## src/rtl/p2c_pkg.sv

```systemverilog
// Shared types and constants for the polar-to-Cartesian converter.
// The FSM walks one request at a time through angle reduction, lookup and scaling.
package p2c_pkg;

  typedef enum logic [2:0] {
    IDLE,
    REDUCE,
    ISSUE,
    WAIT,
    MULT,
    DONE
  } p2c_state_t;

  localparam int DEG_FULL      = 360;
  localparam int P2C_FRAC_BITS = 15;
  localparam int ONE_Q         = 1 << P2C_FRAC_BITS;

endpackage

```

## src/rtl/p2c_trig_scale.sv

```systemverilog
// Scales an unsigned magnitude by a Q1.15 |cos|/|sin| coefficient and applies the quadrant sign.
// Purely combinational; the top instantiates one copy for x and one for y.
module trig_scale #(
  parameter int MAG_WIDTH = 16,
  parameter int FRAC_BITS = 15
) (
  input  logic [MAG_WIDTH-1:0]        mag,
  input  logic [15:0]                 coef,
  input  logic                        positive,
  output logic signed [MAG_WIDTH:0]   result
);

  localparam int PW = MAG_WIDTH + 16;

  logic [MAG_WIDTH-1:0] scaled;
  logic [MAG_WIDTH:0]   magnitude;

  // The coefficient never exceeds 1.0, so the shifted product always fits in MAG_WIDTH bits.
  assign scaled    = MAG_WIDTH'((PW'(mag) * PW'(coef)) >> FRAC_BITS);
  assign magnitude = {1'b0, scaled};
  assign result    = positive ? magnitude : (~magnitude + (MAG_WIDTH+1)'(1));

endmodule

```

## src/rtl/polar_to_cartesian.sv

```systemverilog
// Converts (magnitude, degrees) into signed x/y using an externally shared cos/sin lookup.
// One request in flight at a time; results are offered on a valid/ready handshake.
module polar_to_cartesian
  import p2c_pkg::*;
#(
  parameter int MAG_WIDTH      = 16,
  parameter int FRAC_BITS      = 15,
  parameter int LOOKUP_LATENCY = 2
) (
  input  logic                      clk_in,
  input  logic                      rst_in,
  input  logic [MAG_WIDTH-1:0]      mag_in,
  input  logic [15:0]               angle_in,
  input  logic                      in_valid,
  output logic                      in_ready,
  output logic [15:0]               angle_out,
  input  logic [15:0]               cos_abs,
  input  logic [15:0]               sin_abs,
  input  logic                      cos_sign,
  input  logic                      sin_sign,
  output logic signed [MAG_WIDTH:0] x_out,
  output logic signed [MAG_WIDTH:0] y_out,
  output logic                      out_valid,
  input  logic                      out_ready
);

  localparam int CNT_W = (LOOKUP_LATENCY < 2) ? 1 : $clog2(LOOKUP_LATENCY);

  p2c_state_t state, state_next;

  logic [MAG_WIDTH-1:0]      mag_r;
  logic [15:0]               angle_r;
  logic [15:0]               angle_minus;
  logic                      cos_pos, sin_pos;
  logic [CNT_W-1:0]          wait_cnt;
  logic signed [MAG_WIDTH:0] px_s, py_s;

  assign angle_minus = angle_r - 16'(DEG_FULL);
  assign in_ready    = (state == IDLE);
  assign out_valid   = (state == DONE);

  always_ff @(posedge clk_in) begin
    if (rst_in) state <= IDLE;
    else        state <= state_next;
  end

  always_comb begin
    state_next = state;
    case (state)
      IDLE:    if (in_valid) state_next = (angle_in >= 16'(DEG_FULL)) ? REDUCE : ISSUE;
      REDUCE:  if (angle_minus < 16'(DEG_FULL)) state_next = ISSUE;
      ISSUE:   state_next = WAIT;
      WAIT:    if (wait_cnt <= CNT_W'(1)) state_next = MULT;
      MULT:    state_next = DONE;
      DONE:    if (out_ready) state_next = IDLE;
      default: state_next = IDLE;
    endcase
  end

  // angle_out is loaded as soon as the reduced angle is known, so it is already
  // stable during ISSUE and the combinational lookup signs can be latched there.
  always_ff @(posedge clk_in) begin
    if (rst_in) begin
      mag_r     <= '0;
      angle_r   <= '0;
      angle_out <= '0;
      cos_pos   <= 1'b0;
      sin_pos   <= 1'b0;
      wait_cnt  <= '0;
      x_out     <= '0;
      y_out     <= '0;
    end else begin
      case (state)
        IDLE: if (in_valid) begin
          mag_r   <= mag_in;
          angle_r <= angle_in;
          if (angle_in < 16'(DEG_FULL)) angle_out <= angle_in;
        end
        REDUCE: begin
          angle_r <= angle_minus;
          if (angle_minus < 16'(DEG_FULL)) angle_out <= angle_minus;
        end
        ISSUE: begin
          cos_pos  <= cos_sign;
          sin_pos  <= sin_sign;
          wait_cnt <= CNT_W'(LOOKUP_LATENCY - 1);
        end
        WAIT: if (wait_cnt != '0) wait_cnt <= wait_cnt - CNT_W'(1);
        MULT: begin
          x_out <= px_s;
          y_out <= py_s;
        end
        default: ;
      endcase
    end
  end

  trig_scale #(.MAG_WIDTH(MAG_WIDTH), .FRAC_BITS(FRAC_BITS)) u_scale_x (
    .mag      (mag_r),
    .coef     (cos_abs),
    .positive (cos_pos),
    .result   (px_s)
  );

  trig_scale #(.MAG_WIDTH(MAG_WIDTH), .FRAC_BITS(FRAC_BITS)) u_scale_y (
    .mag      (mag_r),
    .coef     (sin_abs),
    .positive (sin_pos),
    .result   (py_s)
  );

endmodule

```

## config.mk

```make
export PLATFORM = sky130hd
export DESIGN_NAME = polar_to_cartesian
export DESIGN_NICKNAME = d
export VERILOG_FILES = /design/src/rtl/p2c_pkg.sv /design/src/rtl/p2c_trig_scale.sv /design/src/rtl/polar_to_cartesian.sv
export SDC_FILE = /design/constraint.sdc
export NUM_CORES = 1
export LEC_CHECK = 0
export ABC_AREA = 1
export CORE_AREA = 2 2 252 304
export CTS_CLUSTER_SIZE = 16
export DETAILED_ROUTE_END_ITERATION = 10
export DIE_AREA = 0 0 254 306
export SLEW_MARGIN = 20
export SYNTH_ARGS = -nofsm -noshare
export SYNTH_HDL_FRONTEND = slang
export SYNTH_SLANG_ARGS = --single-unit
export TNS_END_PERCENT = 50
```

## constraint.sdc

```tcl
create_clock -name clk_in -period 8.29 [get_ports clk_in]
set_clock_uncertainty 0.1 [all_clocks]
set_input_delay 2.487 -clock clk_in [delete_from_list [all_inputs] [get_ports clk_in]]
set_output_delay 2.487 -clock clk_in [all_outputs]
set_load 0.05 [all_outputs]
```

==> out/metrics.csv <==
stage;metric;value;unit
clock_tree;TritonCTS Buffers;9;
synth;Syn Area/Cell;6.99;sq um
placed_design;routability cong.;0.883;
die;core outline area;74600;sq um
route;via count;20000;
route;Routed Antenna Nets;0;
critical_path;Crit path largest cell delay;0.53;ns
sta;Finish-stage setup viols;0;
route;vias per std cell;4.48;
clock_tree;Bufs on Longest Clock Path;2;
cells_and_area;Util after Layout;0.380;
die;Die W;254;microns
sta;Final Critical Period;8.10;ns
critical_path;WP data required;8.42;ns
critical_path;CP arrival;8.23;ns
synth;distinct cell type count after synthesis;39;
cells_and_area;most frequent cells in the layout;nand2_1, inv_1, fa_1;
synth;Syn Inst Count;3180;
synth;Mapped Area;22200;sq um
die;Ports;122;
route;DRC;0;
global_route;initial antenna violation count;3;
synth;Post-Syn Nets;3831;
run_status;outcome;finished, final reports clean;
critical_path;crit path launch type;primary input;
clock_tree;TritonCTS clock tree;yes;
cells_and_area;Layout fillers;7791;
worst_hold_path;worst min path class;reg2reg;
route;Post-Route WL;62.4;mm
placed_design;Port Buffers;121;
cells_and_area;Layout area overhead;27.5;%
sta;Fin. Hold Viols;0;
critical_path;Worst Path Max Fanout;12;
clock_tree;Worst-Skew Late Latency;0.37;ns
synth;Yosys top cell area share;0.346;
critical_path;endpoint type of the worst setup path;register;
global_route;vias in the first global route;20400;
sta;Pins Over Slew Limit;0;
clock_tree;CTS Sinks;87;
placed_design;DP HPWL;50.4;mm
clock_tree;clk root buf;clkbuf_16;
critical_path;slowest stage cell on the critical path;fa_1;
die;Die Ht;306;microns
cells_and_area;commonest non-fill, non-tap cell in the layout;nand2_1;
clock_tree;# hold bufs at CTS;0;
cells_and_area;Multi-input gate area;18200;sq um
cells_and_area;flip-flop and latch area;1740;sq um
die;die area;77700;sq um
route;WL per Instance;14.0;microns
die;cell row count;110;
cells_and_area;Final nets;4096;
route;Initial DRT Pass Iterations;5;
global_route;GRT Total Usage;0.163;
clock_tree;Reg clk slew, reported paths;0.07;ns
sta;fmax;124;MHz
synth;Warnings, synthesis;0;
sta;RSZ-0062 raised after global routing;true;
sta;worst-margin pin slew;1.10;ns
critical_path;crit-path most repeated cell;fa_1;
synth;area leader, netlist;fa_1;
flow_run;max-cap viol count;0;
clock_tree;H-Tree Depth;3;
critical_path;Crit Path Class;in2reg;
die;Initial Utilization;0.298;
synth;post-synthesis sequential area ratio;0.0783;
global_route;largest net degree at the start of global routing;58;
cells_and_area;layout cell share with drive strength beyond 1;0.175;
global_route;first-pass GRT wire length;103;mm
route;DR iter-0 viols;1098;
sta;max_slew headroom;0.262;
global_route;global route overflow;0;
synth;top cells by area, synth;fa_1, nand2_1, inv_1;
synth;Seq cells post-synth;87;
sta;final worst path period share;0.977;
-- final timing paths --
check	slack (ns)	start	depth (start not counted)	to
hold / removal	0.34	angle_out[12]	2	angle_out[12]
hold reg to reg	0.34	angle_out[12]	2	angle_out[12]
setup reg to reg	1.55	mag_r[11]	26	x_out[14]
setup / recovery	0.19	sin_abs[5]	29	y_out[3]
-- cell type report --
class                           instances  share of cell area
Multi-Input combinational cell       2105               0.643
Timing Repair Buffer                  406               0.130
Inverter                              836               0.111
Sequential cell                        87              0.0614
Tap cell                             1008              0.0445
Clock buffer                           10             0.00842
Clock inverter                          5             0.00150
Antenna cell                            3            0.000265
-- layer usage --
layer / global-route usage / up-vias / routed length (microns)
met5: 0 / - / 9
met4: 0.0324 / 2 / 1140
met3: 0.0320 / 83 / 3710
met2: 0.269 / 462 / 29400
met1: 0.222 / 9688 / 28200
li1: - / 9750 / -
-- cell usage after synthesis (all sizes together) --
cell type and number:
clkbuf 142, o21a 2, or2 8, xor2 16, nor3 16, a21boi 1
and2 3, clkinv 1, a21oi 93, o21ai 94, o31ai 1, fa 384
ha 197, dfxtp 87, o221ai 5, a31oi 5, xnor2 12, o21bai 14
nor2 202, nand2 913, nand3 84, nand3b 11, nand4 20, nor4 3
inv 835, a21o 5, mux2i 3, buf 10, o211ai 13
-- sequential cells by signal, summed over array words and instances (netlist names) --
| signal | count |
|---|---|
| angle_out | 16 |
| angle_r | 16 |
| cos_pos | 1 |
| mag_r | 16 |
| sin_pos | 1 |
| state | 3 |
| x_out | 17 |
| y_out | 17 |
-- metrics by stage --
stage / setup TNS [ns] / worst slack (ns) / instance area [sq um] / hold slack [ns] / instances
final: 0 / 0.194 / 28400 / 0.337 / 4460
after global routing: -0.356 / -0.0786 / 28400 / 0.366 / 4457
after CTS: -0.00323 / -0.00323 / 26800 / 0.340 / 4425
after detailed placement: -15.78 / -0.644 / 26100 / 0.330 / 4397
after global placement: -15.78 / -0.673 / 26100 / 0.325 / 4397
after floorplan: 0 / 0.140 / 22200 / 0.384 / 3180
-- critical path: cells and delay by family --
family          cells  cell delay [ns]
fa+ha+maj           7             3.38
buf+inv            13             1.43
simple gates        5             0.40
xor+xnor            1             0.18
compound gates      3             0.33
-- what timing repair did --
| action | CTS | global route |
|---|---|---|
| pin swaps | 22 | 152 |
| gates cloned | 0 | 4 |
| endpoints found under the setup margin | 29 | 32 |
| setup buffers | 13 | 29 |
| gates resized for setup | 77 | 351 |
-- kinds of logic after synthesis --
group	count (synthesis)	synth area share
AO/OA/AOI/OAI	233	0.0583
adder cells (fa/ha/maj)	581	0.456
multiplexers	3	0.00135
XOR/XNOR	28	0.0110
AND/OR/NAND/NOR	1260	0.227
flip-flops	87	0.0783
buffers and inverters	988	0.167
Power is left out: the tool's default activity adds up to more than one toggle a clock period on the data nets, which glitch-free logic cannot reach.
